### config.mk
export PLATFORM = sky130hd
export DESIGN_NAME = ps2_rx_deframer
export DESIGN_NICKNAME = d
export VERILOG_FILES = /design/src/rtl/ps2_pkg.sv /design/src/rtl/ps2_line_filter.sv /design/src/rtl/ps2_rx_deframer.sv
export SDC_FILE = /design/constraint.sdc
export NUM_CORES = 1
export LEC_CHECK = 0
export ABC_CLOCK_PERIOD_IN_PS = 1900
export BUFFER_PORTS_ARGS = -buffer_cell sky130_fd_sc_hd__buf_4
export CAP_MARGIN = 20
export CORE_MARGIN = 2
export CORE_UTILIZATION = 54
export CTS_BUF_LIST = sky130_fd_sc_hd__clkbuf_4 sky130_fd_sc_hd__clkbuf_8 sky130_fd_sc_hd__clkbuf_16
export DETAILED_ROUTE_END_ITERATION = 10
export PLACE_DENSITY = 0.71
export SETUP_SLACK_MARGIN = 0.02
export SYNTH_ARGS = -nofsm -noshare
export SYNTH_HDL_FRONTEND = slang
export SYNTH_HIERARCHICAL = 1
export SYNTH_SLANG_ARGS = --single-unit
### constraint.sdc
create_clock -name clk -period 1.9 [get_ports clk]
set_input_delay 0.38 -clock clk [delete_from_list [all_inputs] [get_ports clk]]
set_output_delay 0.38 -clock clk [all_outputs]
set_load 0.005 [all_outputs]
### src/rtl/ps2_pkg.sv
`default_nettype none
// +----------------------------------------------------------------------+
// | ps2_pkg : shared state encoding and defaults for the PS/2 receiver   |
// | Revision: 1.0                                                        |
// +----------------------------------------------------------------------+
package ps2_pkg;

    typedef enum logic [1:0] {
        IDLE   = 2'd0,
        DATA   = 2'd1,
        PARITY = 2'd2,
        STOP   = 2'd3
    } ps2_state_t;

    localparam int PS2_DATA_BITS      = 8;
    localparam int PS2_FILTER_LEN_DEF = 8;
    localparam int PS2_TIMEOUT_DEF    = 60000;

endpackage
`default_nettype wire

### src/rtl/ps2_line_filter.sv
`default_nettype none
// +----------------------------------------------------------------------+
// | ps2_line_filter : 2-flop synchroniser followed by a deglitch filter  |
// | Revision: 1.0                                                        |
// +----------------------------------------------------------------------+
module ps2_line_filter
    import ps2_pkg::*;
#(
    parameter int FILTER_LEN = PS2_FILTER_LEN_DEF
) (
    input  logic clk,
    input  logic reset_n,
    input  logic raw,
    output logic filtered
);

    localparam int CW = $clog2(FILTER_LEN);

    logic [1:0]    sync_ff;
    logic [CW-1:0] cnt;

    // Count consecutive synchronised samples that disagree with the
    // filtered value; any agreeing sample restarts the run.
    always_ff @(posedge clk or negedge reset_n) begin
        if (!reset_n) begin
            sync_ff  <= 2'b11;
            cnt      <= '0;
            filtered <= 1'b1;
        end else begin
            sync_ff <= {sync_ff[0], raw};
            if (sync_ff[1] == filtered) begin
                cnt <= '0;
            end else if (cnt == CW'(FILTER_LEN - 1)) begin
                filtered <= sync_ff[1];
                cnt      <= '0;
            end else begin
                cnt <= cnt + CW'(1);
            end
        end
    end

endmodule
`default_nettype wire

### src/rtl/ps2_rx_deframer.sv
`default_nettype none
// +----------------------------------------------------------------------+
// | ps2_rx_deframer : PS/2 device-to-host frame receiver with watchdog   |
// | Revision: 1.0                                                        |
// +----------------------------------------------------------------------+
module ps2_rx_deframer
    import ps2_pkg::*;
#(
    parameter int FILTER_LEN = PS2_FILTER_LEN_DEF,
    parameter int TIMEOUT    = PS2_TIMEOUT_DEF
) (
    input  logic       clk,
    input  logic       reset_n,
    input  logic       ps2_kbd_clk,
    input  logic       ps2_kbd_data,
    output logic [7:0] rx_data,
    output logic       rx_valid,
    output logic       rx_error
);

    localparam int WDW = $clog2(TIMEOUT);

    logic                     clk_f;
    logic                     data_f;
    logic                     clk_prev;
    logic                     fall;
    ps2_state_t               state;
    logic [2:0]               bit_cnt;
    logic [PS2_DATA_BITS-1:0] shreg;
    logic                     par;
    logic [WDW-1:0]           wd;

    ps2_line_filter #(.FILTER_LEN(FILTER_LEN)) u_clk_filter (
        .clk      (clk),
        .reset_n  (reset_n),
        .raw      (ps2_kbd_clk),
        .filtered (clk_f)
    );

    ps2_line_filter #(.FILTER_LEN(FILTER_LEN)) u_data_filter (
        .clk      (clk),
        .reset_n  (reset_n),
        .raw      (ps2_kbd_data),
        .filtered (data_f)
    );

    assign fall = clk_prev & ~clk_f;

    always_ff @(posedge clk or negedge reset_n) begin
        if (!reset_n) begin
            clk_prev <= 1'b1;
            state    <= IDLE;
            bit_cnt  <= 3'd0;
            shreg    <= '0;
            par      <= 1'b0;
            wd       <= '0;
            rx_data  <= 8'h00;
            rx_valid <= 1'b0;
            rx_error <= 1'b0;
        end else begin
            clk_prev <= clk_f;
            rx_valid <= 1'b0;
            rx_error <= 1'b0;
            // A fall always takes priority over a coincident watchdog expiry.
            if (fall) begin
                wd <= '0;
                case (state)
                    IDLE: begin
                        if (!data_f) begin
                            state   <= DATA;
                            bit_cnt <= 3'd0;
                        end
                    end
                    DATA: begin
                        shreg <= {data_f, shreg[PS2_DATA_BITS-1:1]};
                        if (bit_cnt == 3'(PS2_DATA_BITS - 1)) begin
                            state <= PARITY;
                        end else begin
                            bit_cnt <= bit_cnt + 3'd1;
                        end
                    end
                    PARITY: begin
                        par   <= data_f;
                        state <= STOP;
                    end
                    STOP: begin
                        if ((^{shreg, par}) && data_f) begin
                            rx_data  <= shreg;
                            rx_valid <= 1'b1;
                        end else begin
                            rx_error <= 1'b1;
                        end
                        state <= IDLE;
                    end
                    default: state <= IDLE;
                endcase
            end else if (state == IDLE) begin
                wd <= '0;
            end else if (wd == WDW'(TIMEOUT - 1)) begin
                rx_error <= 1'b1;
                state    <= IDLE;
                wd       <= '0;
            end else if (wd != '1) begin
                wd <= wd + WDW'(1);
            end
        end
    end

endmodule
`default_nettype wire

==> impl_metrics.yaml <==
yosys:
  synth_cells: 210
  async_reset_ff_frac: 1.00
  syn_avg_cell_area_um2: 12.1
  synth_area_leader_cell: "dfrtp_1"
  synth_edf_count: 0
  ys_types: 47
  synth-seq-cells: 53
  ys_seq_area_frac: 0.525
  syn-num-nets: 226
  synth.top_cell.area_share: 0.453
  synth_area_leaders: "dfrtp_1 (45%), mux2_2 (8.0%), dfstp_2 (7.2%), ha_1 (5.9%), xnor2_1 (3.8%)"
  ys.flop_type: "dfrtp_1"
  ys_warn_count: 6
  syn_area_mm2: 0.00254
sta:
  finalSetupTns_ns: -0.316
  fin_crit_sh: 1.04
  min_period_ns: 1.97
  setup_violations: 6
  skew_ns: 0.00716
  relSlewSlack: 0.570
  whs_ns: 0.0917
  hold_viol_final: 0
  drv_slew: 0
  fin_ws_ns: -0.0682
  max_freq_mhz: 508
  rsz0062_at_grt: "yes"
  worstMarginPinSlew_ns: 0.645
detailed_routing:
  drtAntennaViolNets: 0
  drc: 0
  wl_per_cell_um: 17.3
  wl_um: 5380
  vias_per_cell: 5.90
  dr.pass1.iters: 4
  vias: 1836
  drtIter0Drc: 65
worst_setup_path:
  critPathArrivalTime_ns: 2.16
  r2r_start: "shreg[6]$_DFFE_PN0P_"
  crit_start: "shreg[6]$_DFFE_PN0P_"
  critical_path_class: "reg -> reg"
  rrSetupSlack_ns: -0.07
  critPathRequiredTime_ns: 2.09
  ff2ff_path_depth: 6
  cp_max_fo: 5
  endpoint_kind: "flop"
  crit_path_start_kind: "flop"
  r2r-end: "rx_data[6]$_DFFE_PN0P_"
placement:
  place.gp.congestion: 0.892
  numPortBuffers: 13
  dp_cells: 293
  dpl_cell_area_mm2: 0.00284
  place_hpwl_um: 3430
  pre_cts_ws_ns: -0.0712
clock_tree:
  clock-sinks: 53
  cts_tree: "yes"
  clk_latency_ns: 0.30
  cts-root-buf: "clkbuf_8"
  cts_buffer_depth: 2
  postCtsHoldBufs: 0
  cts_buffers: 5
  htree_levels: 2
  cts.reportedPaths.clkPinSlew_ns: 0.09
global_routing:
  grt_max_degree: 54
  overflow: 0
  grt.total_usage: 0.213
  grt_pass1_vias: 1867
  antenna_found_initial: 0
  grt_pass1_wl_um: 8670
layout:
  nets: 274
  final_cell_mix: "dfrtp_1 (45), buf_4 (39), mux2_2 (17)"
  final_common_cell: "dfrtp_1"
  stdcell_area_mm2: 0.00318
  drive_gt1_frac: 0.429
  final_core_util: 0.715
  antenna_cells: 0
  syn2layout_area_growth_pct: 25.0
  fin_cells: 311
floorplan:
  die-area_mm2: 0.00527
  ios: 14
  chipHeight_um: 72.6
  chipWidth_um: 72.6
  initial_core_util: 0.572
  core-area_mm2: 0.00444
  num_rows: 24
outcome:
  violations: "setup timing"
  status: "complete, but fails checks"
power_and_ir_drop:
  peakVddDrop_v: 0.000678
  powerDensity_mw_per_mm2: 958
  leakage_nw: 1.55
  total_power_mw: 3.04
run:
  drv_cap: 0
min_path:
  hp-class: "in -> async"
[cell families (layout without fill, tap and decap cells)]
group / after synthesis / count (layout) / share of synthesized area
buffers and inverters: 10 / 58 / 0.0172
adders and majority gates: 12 / 12 / 0.0591
muxes: 20 / 20 / 0.0886
xor gates and xnor gates: 16 / 16 / 0.0635
AOI/OAI and AO/OA: 32 / 32 / 0.0842
and+or+nand+nor: 67 / 68 / 0.162
DFF: 53 / 53 / 0.525
[cell type report]
class,instances,area [µm²]
sequential,53,1340
multi-input combinational,148,1320
timing repair buffer,43,338
tap,52,65.1
fill,312,1270
clock buffer,6,76.3
inverter,7,26.3
clock inverter,2,13.8
[routing by layer]
layer  track usage  routed length [µm]  vias to the layer above
met2         0.354                2830                       37
li1              -                   -                      855
met1         0.282                2300                      934
met3        0.0456                 144                       10
met5             0                   0                        -
met4        0.0679                 108                        0
[where the power goes]
group / internal [mW] / switching (mW)
sequential: 1.30 / 0.149
combinational: 0.467 / 0.483
clock: 0.278 / 0.362
total: 2.05 / 0.994
[repair_timing]
| action | CTS | global route |
|---|---|---|
| hold endpoints to repair | 0 | 0 |
| pin swaps | 7 | 17 |
| gates resized for setup | 4 | 31 |
| endpoints found under the setup margin | 17 | 25 |
| gates cloned | 1 | 0 |
| setup buffers | 3 | 6 |
[state kept, by name (all words and copies together) (netlist names), 3 cells and up]
name / flops
bit_cnt: 3
rx_data: 8
shreg: 8
u_clk_filter/cnt: 3
u_data_filter/cnt: 3
wd: 16
[worst max path at each step]
stage,cells after the start,to,slack [ns]
global placement,5,rx_data[5]$_DFFE_PN0P_,0.04
CTS,6,rx_data[2]$_DFFE_PN0P_,-0.05
floorplan,6,wd[1]$_DFFE_PN0P_,0.07
global route,7,wd[1]$_DFFE_PN0P_,-0.16
finish,6,rx_data[6]$_DFFE_PN0P_,-0.07
detailed placement,5,rx_data[1]$_DFFE_PN0P_,-0.07
[cell usage after synthesis, types with 2 or more instances]
| cell | number |
|---|---|
| a21oi_1 | 8 |
| nor3_1 | 3 |
| xor2_1 | 3 |
| mux2_2 | 18 |
| nor3b_2 | 2 |
| nand4_1 | 3 |
| nand3_1 | 10 |
| dfrtp_1 | 46 |
| a211oi_1 | 3 |
| nor4_1 | 2 |
| dfstp_2 | 7 |
| inv_1 | 7 |
| and3_1 | 2 |
| o21ai_0 | 7 |
| mux2_1 | 2 |
| nand2b_1 | 2 |
| a22o_1 | 5 |
| xnor2_1 | 11 |
| and2_1 | 6 |
| ha_1 | 12 |
| nand2_1 | 13 |
| or3_1 | 2 |
| nor2_1 | 10 |
| or2_2 | 3 |
[worst max-delay path: stages (launching register included)]
cell	delay [ns]
dfrtp_1	0.42
xnor2_1	0.16
xnor3_1	0.45
xnor2_2	0.16
buf_4	0.16
nand4_4	0.14
mux2_2	0.36
Power figures use the tool's default switching activity.
